===== src/rtl/primitive_assembly.sv =====
// Assembles transformed vertices into triangles and queues them for the rasterizer.
// Define TRI_STRIP_EN to assemble triangle strips instead of disjoint triangle lists.
module primitive_assembly #(
  parameter int unsigned VREG_WIDTH   = 64,
  parameter int unsigned OPCODE_WIDTH = 8,
  parameter int unsigned COORD_WIDTH  = 16,
  parameter int unsigned FIFO_DEPTH   = 2,
  parameter int unsigned CNT_WIDTH    = 16,
  parameter logic [OPCODE_WIDTH-1:0] OP_SETCOLOR       = OPCODE_WIDTH'(1),
  parameter logic [OPCODE_WIDTH-1:0] OP_SETVERTEX      = OPCODE_WIDTH'(2),
  parameter logic [OPCODE_WIDTH-1:0] OP_BEGINPRIMITIVE = OPCODE_WIDTH'(3),
  parameter logic [OPCODE_WIDTH-1:0] OP_ENDPRIMITIVE   = OPCODE_WIDTH'(4)
) (
  input  logic                     I_CLOCK,
  input  logic                     I_RESET,
  input  logic                     I_LOCK,
  input  logic [OPCODE_WIDTH-1:0]  I_Opcode,
  input  logic [VREG_WIDTH-1:0]    I_VIn,
  input  logic [VREG_WIDTH-1:0]    I_ColorIn,
  input  logic                     I_TriReady,
  output logic                     O_FRAMESTALL,
  output logic                     O_TriValid,
  output logic [6*COORD_WIDTH-1:0] O_TriCoords,
  output logic [VREG_WIDTH-1:0]    O_TriColor,
  output logic [CNT_WIDTH-1:0]     O_TriCount,
  output logic                     O_Dropped,
  output logic                     O_LOCK
);

  localparam int unsigned VTX_W  = 2 * COORD_WIDTH;
  localparam int unsigned TRI_W  = 3 * VTX_W;
  localparam int unsigned PTR_W  = (FIFO_DEPTH > 1) ? $clog2(FIFO_DEPTH) : 1;
  localparam int unsigned FCNT_W = $clog2(FIFO_DEPTH + 1);
  localparam logic [FCNT_W-1:0] FULL_CNT = FCNT_W'(FIFO_DEPTH);
  localparam logic [PTR_W-1:0]  LAST_PTR = PTR_W'(FIFO_DEPTH - 1);

  typedef enum logic {StIdle, StCollect} state_t;

  state_t                state;
  logic [1:0]            vcount;
  logic [VTX_W-1:0]      slot0;
  logic [VTX_W-1:0]      slot1;
  logic [VREG_WIDTH-1:0] color;
  logic [TRI_W-1:0]      fifo_coords [FIFO_DEPTH];
  logic [VREG_WIDTH-1:0] fifo_color [FIFO_DEPTH];
  logic [PTR_W-1:0]      wr_ptr;
  logic [PTR_W-1:0]      rd_ptr;
  logic [FCNT_W-1:0]     fifo_count;
  logic [CNT_WIDTH-1:0]  tri_count;
  logic                  dropped;
`ifdef TRI_STRIP_EN
  logic                  tri_odd;
  logic                  had_tri;
`endif

  logic             accept;
  logic             collecting;
  logic             op_color;
  logic             op_vertex;
  logic             op_begin;
  logic             op_end;
  logic             push;
  logic             pop;
  logic             drop_now;
  logic [VTX_W-1:0] vtx_new;
  logic [TRI_W-1:0] tri_new;
  logic             unused_vin;

  function automatic logic [PTR_W-1:0] ptr_inc(input logic [PTR_W-1:0] p);
    return (p == LAST_PTR) ? '0 : p + 1'b1;
  endfunction

  assign O_FRAMESTALL = (fifo_count == FULL_CNT);
  assign O_TriValid   = (fifo_count != '0);
  assign O_TriCoords  = O_TriValid ? fifo_coords[rd_ptr] : '0;
  assign O_TriColor   = O_TriValid ? fifo_color[rd_ptr] : '0;
  assign O_TriCount   = tri_count;
  assign O_Dropped    = dropped;
  assign O_LOCK       = I_LOCK;

  // Opcodes are only honoured when upstream is locked and we are not stalling it.
  assign accept     = I_LOCK && !O_FRAMESTALL;
  assign collecting = (state == StCollect);
  assign op_color   = accept && (I_Opcode == OP_SETCOLOR);
  assign op_vertex  = accept && (I_Opcode == OP_SETVERTEX);
  assign op_begin   = accept && (I_Opcode == OP_BEGINPRIMITIVE);
  assign op_end     = accept && (I_Opcode == OP_ENDPRIMITIVE);

  assign vtx_new    = {I_VIn[32 +: COORD_WIDTH], I_VIn[16 +: COORD_WIDTH]};
  assign unused_vin = ^{I_VIn[VREG_WIDTH-1:32+COORD_WIDTH], I_VIn[15:0]};

  assign push = collecting && op_vertex && (vcount == 2'd2);
  assign pop  = O_TriValid && I_TriReady;

`ifdef TRI_STRIP_EN
  // Odd strip triangles swap v0/v1 so every triangle keeps the same winding.
  assign tri_new  = tri_odd ? {vtx_new, slot0, slot1} : {vtx_new, slot1, slot0};
  assign drop_now = collecting && (op_begin || op_end) && (vcount != 2'd0) && !had_tri;
`else
  assign tri_new  = {vtx_new, slot1, slot0};
  assign drop_now = collecting && (op_begin || op_end) && (vcount != 2'd0);
`endif

  always_ff @(negedge I_CLOCK or posedge I_RESET) begin
    if (I_RESET) begin
      state      <= StIdle;
      vcount     <= '0;
      slot0      <= '0;
      slot1      <= '0;
      color      <= '0;
      wr_ptr     <= '0;
      rd_ptr     <= '0;
      fifo_count <= '0;
      tri_count  <= '0;
      dropped    <= 1'b0;
`ifdef TRI_STRIP_EN
      tri_odd    <= 1'b0;
      had_tri    <= 1'b0;
`endif
    end else begin
      dropped <= drop_now;
      if (op_color) begin
        color <= I_ColorIn;
      end

      unique case (state)
        StIdle: begin
          if (op_begin) begin
            state  <= StCollect;
            vcount <= '0;
`ifdef TRI_STRIP_EN
            tri_odd <= 1'b0;
            had_tri <= 1'b0;
`endif
          end
        end
        StCollect: begin
          if (op_vertex) begin
            if (vcount == 2'd2) begin
`ifdef TRI_STRIP_EN
              // Keep the last two vertices; the next vertex closes another triangle.
              slot0   <= slot1;
              slot1   <= vtx_new;
              tri_odd <= ~tri_odd;
              had_tri <= 1'b1;
`else
              vcount <= '0;
`endif
            end else begin
              if (vcount == 2'd0) begin
                slot0 <= vtx_new;
              end else begin
                slot1 <= vtx_new;
              end
              vcount <= vcount + 2'd1;
            end
          end else if (op_begin || op_end) begin
            vcount <= '0;
`ifdef TRI_STRIP_EN
            tri_odd <= 1'b0;
            had_tri <= 1'b0;
`endif
            if (op_end) begin
              state <= StIdle;
            end
          end
        end
        default: state <= StIdle;
      endcase

      if (push) begin
        wr_ptr <= ptr_inc(wr_ptr);
      end
      if (pop) begin
        rd_ptr <= ptr_inc(rd_ptr);
      end
      case ({push, pop})
        2'b10:   fifo_count <= fifo_count + 1'b1;
        2'b01:   fifo_count <= fifo_count - 1'b1;
        default: fifo_count <= fifo_count;
      endcase

      if (push && (tri_count != '1)) begin
        tri_count <= tri_count + 1'b1;
      end
    end
  end

  // Storage needs no reset: entries are only visible while fifo_count says they are valid.
  always_ff @(negedge I_CLOCK) begin
    if (!I_RESET && push) begin
      fifo_coords[wr_ptr] <= tri_new;
      fifo_color[wr_ptr]  <= color;
    end
  end

endmodule


===== config.mk =====
export PLATFORM = sky130hd
export DESIGN_NAME = primitive_assembly
export DESIGN_NICKNAME = d
export VERILOG_FILES = /design/src/rtl/primitive_assembly.sv
export SDC_FILE = /design/constraint.sdc
export NUM_CORES = 1
export LEC_CHECK = 0
export BUFFER_PORTS_ARGS = -buffer_cell sky130_fd_sc_hd__buf_2
export CAP_MARGIN = 5
export CELL_PAD_IN_SITES_DETAIL_PLACEMENT = 1
export CELL_PAD_IN_SITES_GLOBAL_PLACEMENT = 1
export CORE_MARGIN = 3
export CORE_UTILIZATION = 47
export DETAILED_ROUTE_END_ITERATION = 7
export PLACE_DENSITY_LB_ADDON = 0.1
export SYNTH_ARGS = -nofsm -noshare
export SYNTH_HDL_FRONTEND = slang
export SYNTH_SLANG_ARGS = --single-unit

===== constraint.sdc =====
create_clock -name I_CLOCK -period 15.3 [get_ports I_CLOCK]
set_input_delay 4.59 -clock I_CLOCK [delete_from_list [all_inputs] [get_ports I_CLOCK]]
set_output_delay 4.59 -clock I_CLOCK [all_outputs]
set_load 0.1 [all_outputs]

# Word-level counts from Yosys, hierarchy flattened

Memory sizes are Yosys's and may differ from the RTL's.
Index checks and enable logic that the tools add are counted.

Mux-type cells: 17
Eq/ne operators: 11
Add/sub/neg operators: 6
Bitwise operators: 3
Reductions and logical operators: 22

Operator list:

| kind                  | number |
|---|---|
| $mux 96               | 1 |
| $mux 64               | 1 |
| $add 16x1->16 const B | 1 |
| $eq 8x2->1 const B    | 2 |
| $ne 16x16->1 const B  | 1 |
| $logic_and 1x1->1     | 12 |
| $eq 8x1->1 const B    | 1 |
| $eq 8x3->1 const B    | 1 |
| $mux 1                | 8 |
| $mux 2                | 4 |
| $pmux 2 s2            | 2 |
| $reduce_and 4->1      | 2 |
| $eq 2x2->1 const B    | 3 |
| $reduce_bool 2->1     | 3 |
| $add 2x1->2 const B   | 2 |
| $ne 3x1->1 const B    | 1 |
| $not 1->1             | 3 |
| $add 1x1->1 const B   | 2 |
| $eq 2x1->1 const B    | 1 |
| $logic_not 1->1       | 2 |
| $logic_not 2->1       | 1 |
| $ne 2x2->1 const B    | 1 |
| $pmux 1 s2            | 1 |
| $reduce_and 2->1      | 1 |
| other kinds (2)       | 2 |

Word-level logic and storage cells: 71
Memories kept: 2
Input bits: 140
RAM bits: 320
Register bits: 152

Memory list:

| name        | words | width | read ports | clocked after Yosys merged registers in | write ports | RTL line | source |
|---|---|---|---|---|---|---|---|
| fifo_coords | 2     | 96    | 1          | 0                                       | 1           | 44       | `logic [TRI_W-1:0] fifo_coords [FIFO_DEPTH];` |
| fifo_color  | 2     | 64    | 1          | 0                                       | 1           | 45       | `logic [VREG_WIDTH-1:0] fifo_color [FIFO_DEPTH];` |

# Longest topological paths before layout

Depth after elaboration: 9
Gate-level depth with buffers: 8
Mapped depth without buffers: 7

==> results.md <==
- Counting every net in the synthesized netlist gives around 1,200.
- The stage delay of the slowest cell on the critical path is approximately 0.56 ns.
- During synthesis, Yosys emitted a total of 0 warnings.
- After synthesis the netlist holds a flip-flop and latch count of approximately 470.
- VDD sags by at most about 0.11 mV.
- The capturing element type of the critical path is a primary output.
- The most common cell in the synthesized netlist is edfxtp_1.
- The pin slew with the least headroom to its limit is around 0.81 ns.
- The accumulated negative setup slack is 0 ns.
- The worst slack at placement is a little under 0.6 ns.
- The met1 track demand over resource in global routing is 25.6%.
- The run finished with clean final reports.
- In this run, CTS created clock tree buffers numbering 49.
- The total area of sequential cells is 0.0134 mm2.
- The post-synthesis area per instance is roughly 17 um2.
- In the final design database the tool counted approximately 1,800 nets.
- The congestion estimate from routability-driven global placement came to between 0.7 and 0.8.
- The overall die area is 0.0410 mm2.
- The die height is about 200 um.
- The design draws about 3.6 mW.
- The clock root buffer is clkbuf_16.
- The cell-internal power is approximately 2.4 mW.
- The net switching power of the design is ~1.2 mW.
- The routing usage on met3 is 5.27%.
- The number of antenna violations at the first check in global routing is 8.
- On the critical path, the stage with the largest delay is an instance of nor2_4.
- The commonest cells after synthesis are edfxtp_1, nor2_1, mux2i_1, dfrtn_1, mux2_2.
- The post-DP HPWL is 25,100 um.
- The worst-case clock buffer depth is 3.
- The prevailing post-synth register cell is edfxtp_1.
- The critical path is of the reg2out type.
- The wire length after detailed routing is roughly 44,000 um.
- Between clock sinks in the finished design, the worst skew comes to 0.0861 ns.
- The total power per unit cell area is ~160 mW/mm2.
- Across all layers, the routed design uses 11,100 vias.
- The gate count after technology mapping is ~1,100.
- The worst register-to-register path has a setup slack of between 10 and 15 ns.
- Setup repair after global routing left no endpoint under its margin.
- The endpoint arrival time on the critical path is roughly 10 ns.
- The synthesized netlist contains between 40 and 50 unique library cells.
- The number of endpoints failing setup at the final stage is 0.
- The core footprint is ~0.038 mm2.
- The start of the worst register-to-register path is fifo_count[0].
- Setup slack closes at 0.593 ns.
- The number of nets with antenna violations after routing is 0.
- The number of failing hold endpoints at the final stage was 0.
- Dividing the detail-routed via count by the number of cells gives approximately 4.9.
- The minimum hold slack is 0.438 ns.
- The initial core utilization is between 40 and 50%.
- The fraction of layout cells with a size suffix above 1 is a little under a third.
- The floorplan has between 70 and 80 rows.
- The area fraction of the dominant cell type after synthesis is 53.0%.
- After clock tree synthesis, the clock-pin slew on the worst setup and hold paths is ~0.050 ns.
- The signal on the critical path passes through nor2_4, buf_12, nor2_1, buf_2.
- met2 is the most crowded layer.
- The final instance area is roughly 0.023 mm2.
- In this run the post-CTS setup repair buffer count came out at 0.
- The number of remaining DRC errors is 0.
- The top fanout value on the critical path is a little over 70.
- The total overflow left after global routing is 0.
- The number of detailed-route iterations in the first pass is 4.
- The number of global-route vias before repair is ~12,000.
- Measured on the finished design, the core utilization comes to between 60% and 70%.
- The count of pins over their slew limit is 0.
- The switching power share of the total is 34.6%.
- The number of violations reported at the end of detailed-routing iteration 0 is 446.
- The number of non-filler instances in the completed layout is about 2,300.
- The global-route wire length before repair is 68,200 um.
- The post-place instance area is between 0.02 and 0.025 mm2.
- The die is 202 um wide.
- The fill cell total of the finished layout is 3,742.
- Entering global routing, the biggest net connects between 90 and 100 pins.
- The beginning of the worst hold path is O_TriCount[15].
- The share of power burned in the clock network is 44.1%.
- The share of power burned in combinational logic is between 15 and 20%.
- The growth of design area from synthesis to finish is 28.2%.
- By area the synthesized netlist is led by edfxtp_1, dfrtn_1, mux2i_1, mux2_2, nor2_1.
- In this run the worst hold path is classified as reg2reg.
- The startpoint kind of the worst setup timing path is a flop.
- The insertion delay of the later-clocked pin in the worst-skew pair is approximately 0.64 ns.
- The dominant cell type by area after synthesis is edfxtp_1.
- The average wire per cell in the routed design is just under 20 um.
- The clock tree from TritonCTS is yes.
- The number of instances in the placed design is 1,838.
- The overall fraction of global-route tracks in use is 21.4%.
- At the worst endpoint, the required time is 10.71 ns.
- The multi-input combinational cells in the finished layout cover a total of around 0.0045 mm2.
- The area of the mapped netlist is between 0.015 and 0.02 mm2.
- The first element of the critical path is fifo_count[0].
- The count of cells resized by post-cts repair is 0.
- The number of synthesized flops with an enable pin is between 300 and 400.
- The number of buffers added to fix hold violations after cts is 0.
- Max-cap violations in this run came to 0.
- For this run, the register share of the synthesized area comes to around 74%.
- The global-route met2 utilization is about two fifths.
- Measured against its own limit, the worst slew margin works out to 46.0%.
- The tree built by TritonCTS fans out to about 470 sinks.
- During I/O placement, the number of pins put on the boundary was between 300 and 400.
- The count of port buffers added during placement is approximately 290.
- Summed over all cells, the static leakage comes to approximately 11 nW.
- The H-tree was split into 2 levels.
- The share of total power dissipated in sequential elements is roughly 39%.
- The fraction of registers with async set or reset after synthesis is around 32%.
critical path, delay by kind of cell (launching register included):
family | cells | cell delay [ns]
flops | 1 | 0.42
simple gates | 2 | 0.71
buf+inv | 2 | 0.71
placed cells by master (no fill, tap or decap), types with 5 or more instances in the layout:
| cell type | synthesis | routed |
|---|---|---|
| o21ai_0 | 5 | 5 |
| clkbuf_1 | 21 | 8 |
| edfxtp_1 | 320 | 320 |
| dfrtn_1 | 152 | 152 |
| clkbuf_16 | 0 | 52 |
| xnor2_1 | 13 | 13 |
| mux2_4 | 29 | 29 |
| nor2_1 | 168 | 167 |
| inv_1 | 5 | 325 |
| mux2_2 | 96 | 96 |
| nand4_1 | 10 | 10 |
| clkinvlp_2 | 0 | 5 |
| buf_2 | 9 | 287 |
| mux2i_1 | 160 | 160 |
| buf_4 | 11 | 10 |
| xor2_1 | 7 | 7 |
| bufinv_16 | 0 | 7 |
| clkinv_2 | 0 | 10 |
| nand2_1 | 10 | 10 |
| buf_12 | 0 | 14 |
flip-flops by register name (all words and copies together) (netlist names), 2 cells and up:
register     count
slot1           32
color           64
O_TriCount      16
fifo_coords    192
fifo_count       2
fifo_color     128
vcount           2
slot0           32
power groups by stage:
stage | registers (mW) | clock network [mW] | logic, mW
global placement | 1.41 | 0.124 | 0.626
floorplan | 1.41 | 0.124 | 0.507
CTS | 1.40 | 1.63 | 0.631
detailed placement | 1.41 | 0.124 | 0.627
global route | 1.40 | 1.76 | 0.650
finish | 1.40 | 1.59 | 0.623
final timing paths:
check,end,cells past startpoint
setup / recovery,O_TriCoords[31],4
hold / removal,O_TriCount[15],1
setup reg to reg,fifo_color[1][56],6
hold reg to reg,O_TriCount[15],1
max in group asynchronous,slot0[13],3
min in group asynchronous,wr_ptr,3
layout make-up:
type                       instances  share of cell area (%)
timing repair buffer             311                    7.71
sequential                       472                    57.7
multi-input combinational        539                    19.3
clock buffer                      63                    5.91
tap                              511                    2.75
antenna                            3                  0.0323
clock inverter                   348                    6.54
inverter                           4                  0.0808
kinds of logic (layout without fill, tap and decap cells):
family / count (synthesis) / after routing / synth area share (%)
compound gates: 7 / 7 / 0.214
other cells: 0 / 3 / 0
xor+xnor: 20 / 20 / 0.966
fa+ha+maj: 2 / 2 / 0.138
flops: 472 / 472 / 74.0
simple gates: 221 / 221 / 5.60
mux: 289 / 289 / 17.4
buf+inv: 57 / 726 / 1.64
routing by layer:
metal | vias up | wire (um)
met2 | 240 | 23200
met5 | - | 58
li1 | 5167 | -
met3 | 74 | 2500
met4 | 10 | 922
met1 | 5650 | 16900
Power figures use the tool's default switching activity.
